==> config.mk <==
export PLATFORM = sky130hd
export DESIGN_NAME = matmul_engine
export DESIGN_NICKNAME = d
export VERILOG_FILES = /design/src/rtl/matmul_pkg.sv /design/src/rtl/matmul_mac.sv /design/src/rtl/matmul_engine.sv
export SDC_FILE = /design/constraint.sdc
export NUM_CORES = 1
export LEC_CHECK = 0
export BUFFER_PORTS_ARGS = -buffer_cell sky130_fd_sc_hd__clkbuf_2
export CAP_MARGIN = 20
export CORE_MARGIN = 2
export CORE_UTILIZATION = 70
export CTS_CLUSTER_SIZE = 20
export DETAILED_ROUTE_END_ITERATION = 16
export PLACE_DENSITY = 0.88
export SYNTH_ARGS = -nofsm -noshare
export SYNTH_HDL_FRONTEND = slang
export SYNTH_HIERARCHICAL = 1
export SYNTH_SLANG_ARGS = --single-unit
==> constraint.sdc <==
create_clock -name i_clk -period 13.85 [get_ports i_clk]
set_input_delay 1.385 -clock i_clk [delete_from_list [all_inputs] [get_ports i_clk]]
set_output_delay 1.385 -clock i_clk [all_outputs]
set_load 0.02 [all_outputs]
==> src/rtl/matmul_pkg.sv <==
// Shared definitions for the fixed-point matrix-multiply engine: FSM encoding,
// tensor identifiers, accumulator sizing and saturation limits.
package matmul_pkg;

  typedef logic [2:0] state_t;

  localparam state_t ST_IDLE  = 3'd0;
  localparam state_t ST_LOAD  = 3'd1;
  localparam state_t ST_MAC   = 3'd2;
  localparam state_t ST_WRITE = 3'd3;
  localparam state_t ST_DONE  = 3'd4;

  localparam logic [1:0] TENSOR_C = 2'd0;
  localparam logic [1:0] TENSOR_A = 2'd1;
  localparam logic [1:0] TENSOR_B = 2'd2;

  // Wide enough for K full products plus a pre-loaded, pre-shifted C value.
  function automatic int acc_width(input int width, input int k);
    return 2 * width + $clog2(k + 1) + 1;
  endfunction

  function automatic longint sat_max(input int width);
    return (longint'(1) <<< (width - 1)) - longint'(1);
  endfunction

  function automatic longint sat_min(input int width);
    return -(longint'(1) <<< (width - 1));
  endfunction

endpackage

==> src/rtl/matmul_mac.sv <==
// Signed multiply-accumulate datapath with an output stage that rescales the
// accumulator by FRAC bits (floor) and clamps it to the element range.
module matmul_mac
  import matmul_pkg::*;
#(
  parameter int WIDTH = 16,
  parameter int FRAC  = 8,
  parameter int K     = 3
) (
  input  logic                    i_clk,
  input  logic                    i_rst_n,
  input  logic                    i_load,
  input  logic signed [WIDTH-1:0] i_load_val,
  input  logic                    i_en,
  input  logic signed [WIDTH-1:0] i_a,
  input  logic signed [WIDTH-1:0] i_b,
  output logic signed [WIDTH-1:0] o_result,
  output logic                    o_sat_hit
);

  localparam int ACC_W = acc_width(WIDTH, K);
  localparam logic signed [ACC_W-1:0] SAT_HI = ACC_W'(sat_max(WIDTH));
  localparam logic signed [ACC_W-1:0] SAT_LO = ACC_W'(sat_min(WIDTH));

  logic signed [ACC_W-1:0]   r_acc;
  logic signed [2*WIDTH-1:0] w_prod;
  logic signed [ACC_W-1:0]   w_prod_ext;
  logic signed [ACC_W-1:0]   w_load_ext;
  logic signed [ACC_W-1:0]   w_shift;
  logic                      w_hi;
  logic                      w_lo;

  assign w_prod     = i_a * i_b;
  assign w_prod_ext = {{(ACC_W-2*WIDTH){w_prod[2*WIDTH-1]}}, w_prod};
  // A pre-loaded C element is brought into the product's fixed-point scale.
  assign w_load_ext = {{(ACC_W-WIDTH){i_load_val[WIDTH-1]}}, i_load_val} <<< FRAC;
  assign w_shift    = r_acc >>> FRAC;
  assign w_hi       = (w_shift > SAT_HI);
  assign w_lo       = (w_shift < SAT_LO);
  assign o_sat_hit  = w_hi | w_lo;
  assign o_result   = w_hi ? SAT_HI[WIDTH-1:0] :
                      w_lo ? SAT_LO[WIDTH-1:0] : w_shift[WIDTH-1:0];

  always_ff @(posedge i_clk or negedge i_rst_n) begin
    if (!i_rst_n) begin
      r_acc <= '0;
    end else if (i_load) begin
      r_acc <= w_load_ext;
    end else if (i_en) begin
      r_acc <= r_acc + w_prod_ext;
    end
  end

endmodule

==> src/rtl/matmul_engine.sv <==
// Fixed-point C = A x B (or C += A x B) engine over three on-chip tensor
// memories, with a host write/read port and a start/busy/done handshake.
module matmul_engine
  import matmul_pkg::*;
#(
  parameter int WIDTH = 16,
  parameter int FRAC  = 8,
  parameter int M     = 2,
  parameter int K     = 3,
  parameter int N     = 2,
  parameter int IDX_W = 16
) (
  input  logic             i_clk,
  input  logic             i_rst_n,
  input  logic             i_start,
  input  logic             i_accumulate,
  output logic             o_busy,
  output logic             o_done,
  output logic             o_sat,
  input  logic             i_wr_en,
  input  logic [1:0]       i_wr_tensor,
  input  logic [IDX_W-1:0] i_wr_index,
  input  logic [WIDTH-1:0] i_wr_data,
  input  logic [1:0]       i_rd_tensor,
  input  logic [IDX_W-1:0] i_rd_index,
  output logic [WIDTH-1:0] o_rd_data
);

  localparam int SZ_A = M * K;
  localparam int SZ_B = K * N;
  localparam int SZ_C = M * N;
  localparam int AW_A = (SZ_A > 1) ? $clog2(SZ_A) : 1;
  localparam int AW_B = (SZ_B > 1) ? $clog2(SZ_B) : 1;
  localparam int AW_C = (SZ_C > 1) ? $clog2(SZ_C) : 1;
  localparam logic [IDX_W-1:0] L_SZ_A = IDX_W'(SZ_A);
  localparam logic [IDX_W-1:0] L_SZ_B = IDX_W'(SZ_B);
  localparam logic [IDX_W-1:0] L_SZ_C = IDX_W'(SZ_C);
  localparam logic [IDX_W-1:0] L_K    = IDX_W'(K);
  localparam logic [IDX_W-1:0] L_N    = IDX_W'(N);
  localparam logic [IDX_W-1:0] M_LAST = IDX_W'(M - 1);
  localparam logic [IDX_W-1:0] K_LAST = IDX_W'(K - 1);
  localparam logic [IDX_W-1:0] N_LAST = IDX_W'(N - 1);

  logic [WIDTH-1:0] r_mem_a [SZ_A];
  logic [WIDTH-1:0] r_mem_b [SZ_B];
  logic [WIDTH-1:0] r_mem_c [SZ_C];

  state_t           r_state;
  logic [IDX_W-1:0] r_i;
  logic [IDX_W-1:0] r_j;
  logic [IDX_W-1:0] r_k;
  logic             r_mode;
  logic             r_sat;

  logic [AW_A-1:0]  w_a_addr;
  logic [AW_B-1:0]  w_b_addr;
  logic [AW_C-1:0]  w_c_addr;
  logic             w_host_wr;
  logic [WIDTH-1:0] w_load_val;
  logic [WIDTH-1:0] w_result;
  logic             w_sat_hit;

  assign w_a_addr   = AW_A'(r_i * L_K + r_k);
  assign w_b_addr   = AW_B'(r_k * L_N + r_j);
  assign w_c_addr   = AW_C'(r_i * L_N + r_j);
  assign o_busy     = (r_state == ST_LOAD) || (r_state == ST_MAC) || (r_state == ST_WRITE);
  assign o_done     = (r_state == ST_DONE);
  assign o_sat      = r_sat;
  assign w_host_wr  = i_wr_en && !o_busy;
  assign w_load_val = r_mode ? r_mem_c[w_c_addr] : '0;

  matmul_mac #(.WIDTH(WIDTH), .FRAC(FRAC), .K(K)) u_mac (
    .i_clk      (i_clk),
    .i_rst_n    (i_rst_n),
    .i_load     (r_state == ST_LOAD),
    .i_load_val (w_load_val),
    .i_en       (r_state == ST_MAC),
    .i_a        (r_mem_a[w_a_addr]),
    .i_b        (r_mem_b[w_b_addr]),
    .o_result   (w_result),
    .o_sat_hit  (w_sat_hit)
  );

  always_ff @(posedge i_clk or negedge i_rst_n) begin
    if (!i_rst_n) begin
      r_state <= ST_IDLE;
      r_i     <= '0;
      r_j     <= '0;
      r_k     <= '0;
      r_mode  <= 1'b0;
      r_sat   <= 1'b0;
    end else begin
      case (r_state)
        ST_IDLE: begin
          if (i_start) begin
            r_mode  <= i_accumulate;
            r_sat   <= 1'b0;
            r_i     <= '0;
            r_j     <= '0;
            r_state <= ST_LOAD;
          end
        end
        ST_LOAD: begin
          r_k     <= '0;
          r_state <= ST_MAC;
        end
        ST_MAC: begin
          if (r_k == K_LAST) r_state <= ST_WRITE;
          else               r_k     <= r_k + 1'b1;
        end
        ST_WRITE: begin
          if (w_sat_hit) r_sat <= 1'b1;
          // Row-major walk: j is the inner loop.
          if (r_i == M_LAST && r_j == N_LAST) begin
            r_state <= ST_DONE;
          end else begin
            if (r_j == N_LAST) begin
              r_j <= '0;
              r_i <= r_i + 1'b1;
            end else begin
              r_j <= r_j + 1'b1;
            end
            r_state <= ST_LOAD;
          end
        end
        ST_DONE: r_state <= ST_IDLE;
        default: r_state <= ST_IDLE;
      endcase
    end
  end

  // Memories carry no reset; host and kernel writes never coincide.
  always_ff @(posedge i_clk) begin
    if (r_state == ST_WRITE) begin
      r_mem_c[w_c_addr] <= w_result;
    end else if (w_host_wr && i_wr_tensor == TENSOR_C && i_wr_index < L_SZ_C) begin
      r_mem_c[AW_C'(i_wr_index)] <= i_wr_data;
    end
  end

  always_ff @(posedge i_clk) begin
    if (w_host_wr && i_wr_tensor == TENSOR_A && i_wr_index < L_SZ_A)
      r_mem_a[AW_A'(i_wr_index)] <= i_wr_data;
    if (w_host_wr && i_wr_tensor == TENSOR_B && i_wr_index < L_SZ_B)
      r_mem_b[AW_B'(i_wr_index)] <= i_wr_data;
  end

  always_comb begin
    o_rd_data = '0;
    case (i_rd_tensor)
      TENSOR_C: if (i_rd_index < L_SZ_C) o_rd_data = r_mem_c[AW_C'(i_rd_index)];
      TENSOR_A: if (i_rd_index < L_SZ_A) o_rd_data = r_mem_a[AW_A'(i_rd_index)];
      TENSOR_B: if (i_rd_index < L_SZ_B) o_rd_data = r_mem_b[AW_B'(i_rd_index)];
      default:  o_rd_data = '0;
    endcase
  end

endmodule

# == After elaboration in Yosys (flattened, before gate mapping) ==
# Memories as Yosys holds them, arrays and structs flattened.
# Cells that the tools add are included.
# totals
reg_bits,88
ram_bits,256
inputBits,57
out_inout_bits,19
word_cells,103
mem_count,3
# memory_table
name,words,word_bits,read_ports,rd_ports_with_merged_regs,write_ports,line_no,source
r_mem_a,6,16,2,0,1,matmul_engine.sv:44,logic [WIDTH-1:0] r_mem_a [SZ_A];
r_mem_b,6,16,2,0,1,matmul_engine.sv:45,logic [WIDTH-1:0] r_mem_b [SZ_B];
r_mem_c,4,16,2,0,1,matmul_engine.sv:46,logic [WIDTH-1:0] r_mem_c [SZ_C];
# classes
add_sub_neg,7
n_mul,2
magnitude_cmp,6
n_eq_ne,17
mux,37
bitwise_logic,1
n_reduce_logical,23
# ops
cell,count
16-bit 2-to-1 mux,13
16-bit case mux with 2 select lines,3
35-bit 2-to-1 mux,2
"16-bit by 3-bit < comparator with 1-bit output, second input constant",4
"16-bit by 1-bit adder with 16-bit output, second input constant",3
16-bit case mux with 3 select lines,1
35-bit by 32-bit adder with 35-bit output,1
"16-bit by 1-bit equality test with 1-bit output, second input constant",2
16-bit by 16-bit multiplier with 32-bit output,1
"27-bit by 16-bit greater-than comparator with 1-bit output, second input constant",1
"27-bit by 16-bit < comparator with 1-bit output, second input constant",1
"16-bit by 2-bit equality test with 1-bit output, second input constant",1
"16-bit by 2-bit multiplier with 3-bit output, second input constant",1
16-bit OR reduction,1
1-bit 2-to-1 mux,12
3-bit case mux with 4 select lines,1
"2-bit inequality test, second input constant",5
3-bit 2-to-1 mux,3
1-bit logical AND,8
3-bit adder,2
"3-bit by 2-bit equality test with 1-bit output, second input constant",2
2-bit AND reduction,3
3-bit AND reduction,2
"2-bit by 1-bit equality test with 1-bit output, second input constant",2
other kinds (14),18

# == Depth between registers and ports, before layout ==
# Gate-level depths: netlist of the first run.
# logic_depth
depth_word,12
depth_mapped,30
ltp_nobuf,29

# == Modules after synthesis ==
# Netlist of the first run, hierarchy kept.
# modules_own_cells
mod,n_inst,cells_per_inst,area_per_inst_um2
matmul_engine,1,1045,15130.8
matmul_mac,1,1415,13118.8

# == Worst setup path after synthesis of the first run ==
# OpenSTA, ideal clock, no wires.
# synth_path
kind,register -> register
startpoint,register r_i[0]
endpoint,register u_mac.r_acc[33]
setup_ps,101
t_arrival_ps,8040
required_time_ps,13749
path_slack_ps,5709
stages_incl_launch_ff,30
cell_sequence,dfrtp_1 > fa_1 > ha_1 > clkbuf_1 > buf_1 > mux4_2 > nand2_1 > o21ai_0 > clkbuf_1 > and2_1 > fa_1 > inv_1 > fa_1 > fa_1 > inv_1 > fa_1 > fa_1 > inv_1 > fa_1 > inv_1 > ha_1 > or2_1 > a21oi_1 > a211oi_1 > a2111oi_0 > a21oi_1 > a311oi_2 > o21ai_1 > and4_1 > nor4_1
# synth_via
elab_chain_cells,7
word_cells_on_any_way,10
# synth_rtl
element,line_no,source
start: declaration,matmul_engine.sv:49,logic [IDX_W-1:0] r_i;
start signal: assignment,matmul_engine.sv:119,r_i <= r_i + 1'b1;
16-bit by 2-bit multiplier with 3-bit output,matmul_engine.sv:63,assign w_a_addr = AW_A'(r_i * L_K + r_k);
3-bit adder,matmul_engine.sv:63,
memory 6 x 16 bit,--,
16-bit by 16-bit multiplier with 32-bit output,matmul_mac.sv:33,assign w_prod = i_a * i_b;
35-bit by 32-bit adder with 35-bit output,matmul_mac.sv:50,r_acc <= r_acc + w_prod_ext;
35-bit 2-to-1 mux,matmul_mac.sv:49,end else if (i_en) begin
35-bit 2-to-1 mux (*),matmul_mac.sv:47,end else if (i_load) begin
end signal: assignment,matmul_mac.sv:48,r_acc <= w_load_ext;
end signal: assignment,matmul_mac.sv:50,
end: declaration,matmul_mac.sv:25,logic signed [ACC_W-1:0] r_acc;
# Every way passes the cells marked *; elsewhere a longest branch is shown, timed or not. The select of a mux whose other input is x is not followed.
# A chain may end at the register's enable or synchronous reset.

# == Worst setup path in the final report of the first run ==
# Ends and elaborated chain as after synthesis.

==> metrics.cfg, run 1 <==
[min_path]
min_path_cells=1
hold_path.class=reg -> reg
hp-start=o_sat
min_to=o_sat

[clock_tree]
ctsResizeCount=0
clkTransAtPathRegs_ns=0.06
cts_tree=done
clock_tree.htree_level_count=2
cts_buffers=35
root_buffer=clkbuf_16
clk_path_buf_depth=3
cts_setup_buffers=0
ctsHoldBuffers=0
cts_sinks=344
clkLatencyLatePin_ns=0.56

[finish]
num-fill-cells=2408
drive_gt1_frac=0.130
n_antenna_cell=0
nets=2987
area_delta_synth_final_pct=7.91
stdcell_area_um2=30500

[setup_path]
crit_fanout=16
critPathLaunchType=register
crit_buf_inv=5
cp_top_family=adder cells
arrival_ns=9.67
worstReg2RegEnd=u_mac/r_acc[33]
max_stage_delay_ns=0.99
critPathSlowestCell=ha_1
path_common_cell=fa_1
rr_worst_depth=26
r2r_slack_ns=4.63
crit_type=reg -> reg
cp-end-kind=register
required_ns=14.30
rr_startpoint=r_i[0]

[pwr]
p_per_area_nw_per_um2=228
p_clk_frac=0.140
combPwrFrac=0.678
switching_share=0.476
seqPwrFrac=0.182
p_leak_uw=0.0131
p_int_uw=3650
p_sw_uw=3310
vdd_drop_max_v=0.000243

[detailed_routing]
dr.pass1.iters=6
via_per_inst=6.75
drt_iter0_markers=2191
wl_per_cell_um=25.8
drc=0
vias=20600
postRouteAntennaNets=0
drt-total-wl_um=78800

[timing]
fin_crit_sh=0.666
max-slew-margin-rel=0.186
skew_ns=0.0183
setup_violations=0
period_needed_ns=9.22
rsz0062_at_grt=false
max_freq_ghz=0.108
drv_slew=0
hold_viol=0
tns_ns=0
tightest_slew_ns=1.22

[grt]
overflow=0
grt_use_met2=0.636
grt_pass1_wl_um=123000
grtUsageTotal=0.393
grt_pass1_vias=22300
antenna_found_initial=0
grt_util_met3=0.0908
top_usage_layer=met2
grt_max_degree=67
grtUsageMet1=0.483

[status]
status=complete, no violations

[yosys]
synth.distinct_cells=72
ys_warn_count=6
synth-edff-count=256
ys_ff_latch=344
synth_area_um2=28200
syn-instance-count=2460
synth-seq-area-share=0.350
mappedNetlistNets=2942
async_flop_share=0.256
synthFlopType=edfxtp_1
syn_area_per_cell_um2=11.5

[die]
ios=76
die_w_um=205
num_rows=73
start_util=0.709
die_area_um2=42000
core_area_um2=39800
die_h_um=205

[placed_design]
io_buffers=75
place.gp.congestion=0.964
placed_area_um2=29300
dp_hpwl_um=54800

[flow_run]
maxCapViolations=0

[state kept, by name, summed over array words and instances, names as in the netlist]
register and flops:
r_mem_c 64, r_i 16, u_mac/r_acc 35, r_mode 1, r_mem_a 96, r_j 16, r_mem_b 96, r_k 16
r_state 3, o_sat 1
[worst max path at each step]
stage,startpoint,cells after the start,slack (ns),end
floorplan,r_i[0],29,5.71,u_mac/r_acc[33]
global placement,r_i[0],24,4.80,u_mac/r_acc[33]
detailed placement,r_i[0],24,4.48,u_mac/r_acc[33]
CTS,r_i[0],24,4.39,u_mac/r_acc[33]
global route,r_i[0],26,4.16,u_mac/r_acc[33]
finish,r_i[0],26,4.63,u_mac/r_acc[33]
[layer usage]
metal / vias to the layer above / share of wire
li1: 8448 / -
met1: 10200 / 0.33
met2: 1574 / 0.48
met3: 406 / 0.12
met4: 0 / 0.073
met5: - / 0
[Yosys cell counts, types with 10 or more instances]
| master | number | area, µm² |
|---|---|---|
| a21o_1 | 17 | 128 |
| ha_1 | 114 | 1430 |
| inv_1 | 377 | 1420 |
| buf_1 | 12 | 45.0 |
| and3_1 | 10 | 62.6 |
| mux2i_1 | 81 | 811 |
| mux4_2 | 96 | 2160 |
| o21ai_0 | 100 | 500 |
| buf_2 | 27 | 135 |
| fa_1 | 311 | 6230 |
| nor3_1 | 25 | 125 |
| dfrtp_1 | 88 | 2200 |
| nor2_1 | 77 | 289 |
| nand4_1 | 19 | 119 |
| nand2_1 | 264 | 991 |
| and2_1 | 152 | 951 |
| o31ai_1 | 23 | 173 |
| nand3_1 | 29 | 145 |
| xor2_1 | 23 | 201 |
| a211oi_1 | 12 | 90.1 |
| xnor2_1 | 29 | 254 |
| nor4_1 | 23 | 144 |
| mux2_2 | 20 | 225 |
| edfxtp_1 | 256 | 7690 |
| clkbuf_1 | 80 | 300 |
| a31oi_1 | 15 | 93.8 |
| o221ai_1 | 17 | 149 |
| a21oi_1 | 48 | 240 |
| o21a_1 | 20 | 150 |
[power by group through the flow]
stage	registers [µW]	logic, µW	clock network [µW]
2_1_floorplan	1250	3420	0
3_3_place_gp	1290	4460	0
3_5_place_dp	1290	4580	0
4_1_cts	1260	4650	974
5_1_grt	1270	5210	1010
6_report	1270	4720	973
[metrics by stage]
step           std cells  utilization  hold WS [ns]  total power [µW]  setup slack [ns]
2_1_floorplan       2460            -         0.452              4670              5.71
3_3_place_gp        2991        0.736         0.473              5750              4.80
3_5_place_dp        2991        0.736         0.490              5870              4.48
4_1_cts             3053        0.765         0.504              6890              4.39
5_1_grt             3055        0.765         0.519              7490              4.16
6_report            3055        0.765         0.506              6960              4.63
[cell families (layout without fill, tap and decap cells)]
logic type | after synthesis | count (layout) | synth area share
simple gates | 643 | 643 | 0.112
buf+inv | 498 | 568 | 0.0679
fa+ha+maj | 425 | 425 | 0.271
flops | 344 | 344 | 0.350
compound gates | 301 | 301 | 0.0696
mux | 197 | 197 | 0.113
xor+xnor | 52 | 52 | 0.0161
[cell type report]
cell class,count,area (µm²),area share
clock buffers,49,1000,0.0328
clock inverters,13,156,0.00513
inverters,377,1420,0.0464
multi-input cells,1618,16600,0.544
flip-flops and latches,344,9890,0.325
well taps,525,657,0.0215
repair buffers,129,793,0.0260
[layout by cell type, fill, tap and decap left out, types with 10 or more instances in the layout]
cell type and count:
mux4_2 96, and3_1 10, a31oi_1 15, ha_1 113, xnor2_1 27, nand4_1 19, and2_1 152, nand2_1 264
o21ai_1 20, nor2_1 77, nand3_1 29, nor4_1 17, fa_1 311, a211oi_1 12, nor3_1 21, buf_4 55
dfrtp_1 87, a21oi_1 48, o31ai_1 22, o221ai_1 17, clkbuf_16 36, edfxtp_1 256, xor2_1 22, o21a_1 20
clkbuf_2 73, inv_1 376, mux2i_1 81, a21o_1 17, mux2_2 20, o21ai_0 77
[worst reg2reg max path, cell delays in order, from the launching register on]
cell	delay, ns
dfrtp_1	0.52
fa_1	0.57
ha_1	0.99
mux4_2	0.37
nand2_1	0.06
o21ai_1	0.20
buf_4	0.27
and2_1	0.20
inv_1	0.09
fa_1	0.55
inv_1	0.06
fa_1	0.78
fa_1	0.53
fa_1	0.51
fa_1	0.52
inv_1	0.06
fa_1	0.49
inv_1	0.05
ha_1	0.37
a21oi_1	0.15
o21ai_0	0.12
a2111oi_0	0.42
a21oi_1	0.21
a311oi_2	0.46
o21ai_1	0.13
and4_1	0.21
nor4_1	0.24
Power figures use the tool's default switching activity.
==> run 2: changes to the inputs <==
- CORE_UTILIZATION: 70 -> 65
- PLACE_DENSITY: 0.88 -> 0.83
- clock period: 13.85 -> 9.5 ns (I/O delays scaled with it)
==> run 2 against run 1 <==
- combinational power up 45%
- critical path depth is 1 higher
- register-to-register slack got worse by 4.1 ns
- count of clock-buffer cells in the layout fell by 8
- die area increased by 7.5%
- non-clock buffer count up 8
- global-route usage decreased by 4.1 points
- critical path type unchanged
==> metrics.cfg, run 2 (synthesized netlist as in run 1, its figures left out) <==
[status]
status=complete, no violations

[detailed_routing]
wl_per_cell_um=24.3
via_per_inst=6.45
drt_iter0_markers=2222
vias=20200
dr.pass1.iters=6
routed.top_layer=met4
met2_length_um=37400
wl_met3_um=7830
postRouteAntennaNets=0
drt-total-wl_um=76000
drt-met1-wl_um=26300
drc=0

[grt]
grtUsageTotal=0.352
grt_max_degree=67
grt_pass1_vias=21600
overflow=0
grt_pass1_wl_um=119000
antenna_found_initial=0

[clock_tree]
clkLatencyLatePin_ns=0.55
root_buffer=clkbuf_16
ctsResizeCount=0
clk_path_buf_depth=3
cts_sinks=344
cts_buffers=36
cts_setup_buffers=0
cts_tree=done
clock_tree.htree_level_count=2
clkTransAtPathRegs_ns=0.06
ctsHoldBuffers=0

[setup_path]
crit_buf_inv=4
cp-end-kind=register
cp_top_family=adder cells
path_common_cell=fa_1
max_stage_delay_ns=0.61
crit_fanout=13
critPathSlowestCell=xnor2_2
arrival_ns=9.42
required_ns=9.93
critPathLaunchType=register
crit_type=reg -> reg
r2r_slack_ns=0.51

[die]
num_rows=76
ios=76
die_h_um=212
core_area_um2=43000
start_util=0.657
die_w_um=212
die_area_um2=45100

[timing]
max_freq_ghz=0.111
setup_violations=0
max-slew-margin-rel=0.224
fin_crit_sh=0.946
hold_viol=0
holdWs_ns=0.294
period_needed_ns=8.99
drv_slew=0
rsz0062_at_grt=false
tns_ns=0
skew_ns=0.0202
tightest_slew_ns=1.16

[finish]
stdcell_area_um2=30700
nets=2996
final_common_cell=inv_1
reg_top3=r_mem_a (96), r_mem_b (96), r_mem_c (64)
finalNonFillerCells=3126
layout_common_cells=inv_1, fa_1, nand2_1
drive_gt1_frac=0.136
area_delta_synth_final_pct=8.60
n_antenna_cell=0

[pwr]
power_uw=10200
p_leak_uw=0.0131
vdd_drop_max_v=0.000376
p_per_area_nw_per_um2=332

[placed_design]
placed_area_um2=29500
dp_hpwl_um=54900
io_buffers=75
place_inst=3061
place.gp.congestion=0.964

[flow_run]
maxCapViolations=0

[min_path]
hold_path.class=in -> async

==> run 2: changes by cell type in the layout (fill, tap and decap cells not counted), sizes merged <==
cell	delta
buf	+9
bufinv	+3
clkinv	+4
clkinvlp	+3
clkbuf	-9
inv	+1
==> run 2: power by group <==
part	switching (µW)	internal [µW]
registers	103	1740
logic	4080	2760
clock network	619	868
==> run 2: worst reg2reg max path: cells and delay by family (launching register included) <==
| kind | cells | cell delay (ns) |
|---|---|---|
| AO/OA/AOI/OAI | 7 | 1.92 |
| XOR/XNOR | 2 | 0.78 |
| adder cells (fa/ha/maj) | 9 | 4.26 |
| buffers and inverters | 4 | 0.48 |
| flip-flops | 1 | 0.52 |
| AND/OR/NAND/NOR | 5 | 0.94 |
==> run 2: final cells by class <==
cell class | count | area (µm²)
Tap cell | 585 | 732
Clock buffer | 41 | 920
Timing Repair Buffer | 137 | 862
Inverter | 377 | 1420
Sequential cell | 344 | 9890
Multi-Input combinational cell | 1618 | 16600
Fill cell | 2922 | 12300
Clock inverter | 24 | 300
==> run 2: through the flow <==
step                      utilization  worst slack [ns]
after global routing            0.714            0.0672
after floorplan                     -              1.36
after CTS                       0.714             0.616
after global placement          0.685             0.907
final                           0.714             0.515
after detailed placement        0.685             0.724
==> run 2: final timing paths <==
| kind | from | end | depth (start not counted) |
|---|---|---|---|
| worst max-delay path | r_i[0] | u_mac/r_acc[33] | 27 |
| worst min-delay path | i_rst_n | r_j[10] | 1 |
| worst max register to register | r_i[0] | u_mac/r_acc[33] | 27 |
| worst min register to register | r_i[15] | r_i[15] | 1 |
| max in group asynchronous | i_rst_n | u_mac/r_acc[0] | 2 |
| min in group i_clk | r_i[15] | r_i[15] | 1 |
==> run 2: per-layer routing <==
layer,vias to the layer above,track usage
met1,10100,0.445
met3,282,0.0626
met5,-,0
met2,1299,0.588
met4,0,0.179
li1,8478,-
==> run 3: changes to the inputs <==
- CAP_MARGIN: 20 -> not set
- CORE_UTILIZATION: 65 -> 58
- PLACE_DENSITY: 0.83 -> 0.78
- clock period: 9.5 -> 8.14 ns (I/O delays scaled with it)
==> run 3 against run 2 <==
- wire length down 1.3%
- sequential cell count did not move
- power rose by 26%
- fmax up 14%
- sequential power increased by 16%
- die area rose by 12%
==> metrics.cfg, run 3 (synthesized netlist as in run 1, its figures left out) <==
[status]
status=complete, no violations

[grt]
grt_util_met3=0.0516
grtUsageTotal=0.306
grt_pass1_vias=21000
overflow=0
grtUsageMet1=0.410
antenna_found_initial=0
top_usage_layer=met2
grt_pass1_wl_um=118000
grt_use_met2=0.508
grt_max_degree=67

[finish]
drive_gt1_frac=0.167
final_common_cell=inv_1
nets=3063
layout_common_cells=inv_1, fa_1, nand2_1
finish.utilization=0.661
area_delta_synth_final_pct=12.2
stdcell_area_um2=31700
reg_top3=r_mem_a (96), r_mem_b (96), r_mem_c (64)

[clock_tree]
clkTransAtPathRegs_ns=0.07
root_buffer=clkbuf_16
clkLatencyLatePin_ns=0.57
clk_path_buf_depth=3
cts_buffers=38
cts_sinks=344
cts_tree=done
clock_tree.htree_level_count=2

[setup_path]
rr_startpoint=r_i[0]
crit_buf_inv=6
arrival_ns=8.32
crit_type=reg -> reg
path_common_cell=fa_1
crit_fanout=8
critPathLaunchType=register
max_stage_delay_ns=0.55
cp-end-kind=register
worstReg2RegEnd=u_mac/r_acc[30]
rr_worst_depth=28
r2r_slack_ns=0.25
required_ns=8.57
critPathSlowestCell=fa_1
cp_top_family=adder cells
cp_num_cells=28

[placed_design]
io_buffers=75
placed_area_um2=29900
dp_hpwl_um=55600
dp_slack_ns=-0.552
place.gp.congestion=0.969

[pwr]
p_sw_uw=5880
p_leak_uw=0.0136
vdd_drop_max_v=0.000551
p_int_uw=6990
seqPwrFrac=0.167
p_clk_frac=0.142
switching_share=0.457
p_per_area_nw_per_um2=406
combPwrFrac=0.691

[timing]
period_needed_ns=7.89
fin_crit_sh=0.970
max_freq_ghz=0.127
skew_ns=0.0193
tightest_slew_ns=1.15
hold_viol=0
setup_violations=0
drv_slew=0
max-slew-margin-rel=0.223
worst_slack_ns=0.246

[detailed_routing]
postRouteAntennaNets=0
drc=0
drt-total-wl_um=75000
via_per_inst=6.19
vias=20000
wl_per_cell_um=23.2
drt_iter0_markers=2046
dr.pass1.iters=6

[die]
die_h_um=225
die_area_um2=50500
start_util=0.589
die_w_um=225
ios=76
core_area_um2=47900
num_rows=80

[flow_run]
maxCapViolations=0

[min_path]
hold_path.class=in -> async

[run 3: stage by stage]
| step | TNS (ns) | power [µW] | hold WS (ns) | instances |
|---|---|---|---|---|
| global route | -0.0864 | 13900 | 0.182 | 3226 |
| finish | 0 | 12900 | 0.167 | 3227 |
| detailed placement | -4.90 | 10500 | 0.479 | 3141 |
| floorplan | 0 | 7950 | 0.452 | 2460 |
| global placement | -3.10 | 10400 | 0.470 | 3141 |
| CTS | 0 | 12400 | 0.164 | 3215 |
[run 3: worst max-delay path by stage]
| stage | from | endpoint | slack (ns) |
|---|---|---|---|
| 2_1_floorplan | r_i[0] | u_mac/r_acc[33] | 0.06 |
| 3_3_place_gp | r_i[0] | u_mac/r_acc[34] | -0.39 |
| 3_5_place_dp | r_i[0] | u_mac/r_acc[34] | -0.55 |
| 4_1_cts | r_i[0] | u_mac/r_acc[34] | 0.02 |
| 5_1_grt | r_k[0] | u_mac/r_acc[30] | -0.06 |
| 6_report | r_i[0] | u_mac/r_acc[30] | 0.25 |
[run 3: per-layer routing]
| metal | routed length [µm] | vias to the layer above |
|---|---|---|
| met4 | 2800 | 0 |
| met1 | 29100 | 10100 |
| met5 | 0 | - |
| met3 | 6500 | 187 |
| met2 | 36600 | 1051 |
| li1 | - | 8613 |
[run 3: final cells by class]
class | instances | area (µm²)
multi-input combinational | 1621 | 16800
clock inverter | 19 | 263
sequential | 344 | 9890
antenna | 1 | 2.50
inverter | 377 | 1420
tap | 615 | 769
timing repair buffer | 199 | 1440
clock buffer | 51 | 1060
fill | 3474 | 16300
[run 3: timing repair]
item	CTS	global route
setup endpoints to repair	17	16
buffers inserted	2	9
hold buffers	0	0
cloned	2	2
pin swaps	2	13
resized for setup	16	45
[run 3: worst register-to-register path: cells and delay by family, from the launching register on]
kind	cells	cell delay, ns
compound gates	6	1.03
mux	1	0.33
buf+inv	6	0.60
fa+ha+maj	9	4.25
flops	1	0.40
simple gates	6	1.17
[run 3: power groups by stage]
| stage | registers, µW | clock network, µW | logic, µW |
|---|---|---|---|
| after floorplan | 2130 | 0 | 5820 |
| after global placement | 2180 | 0 | 8190 |
| after detailed placement | 2190 | 0 | 8330 |
| after CTS | 2150 | 1840 | 8430 |
| after global routing | 2160 | 1910 | 9830 |
| final | 2150 | 1830 | 8890 |
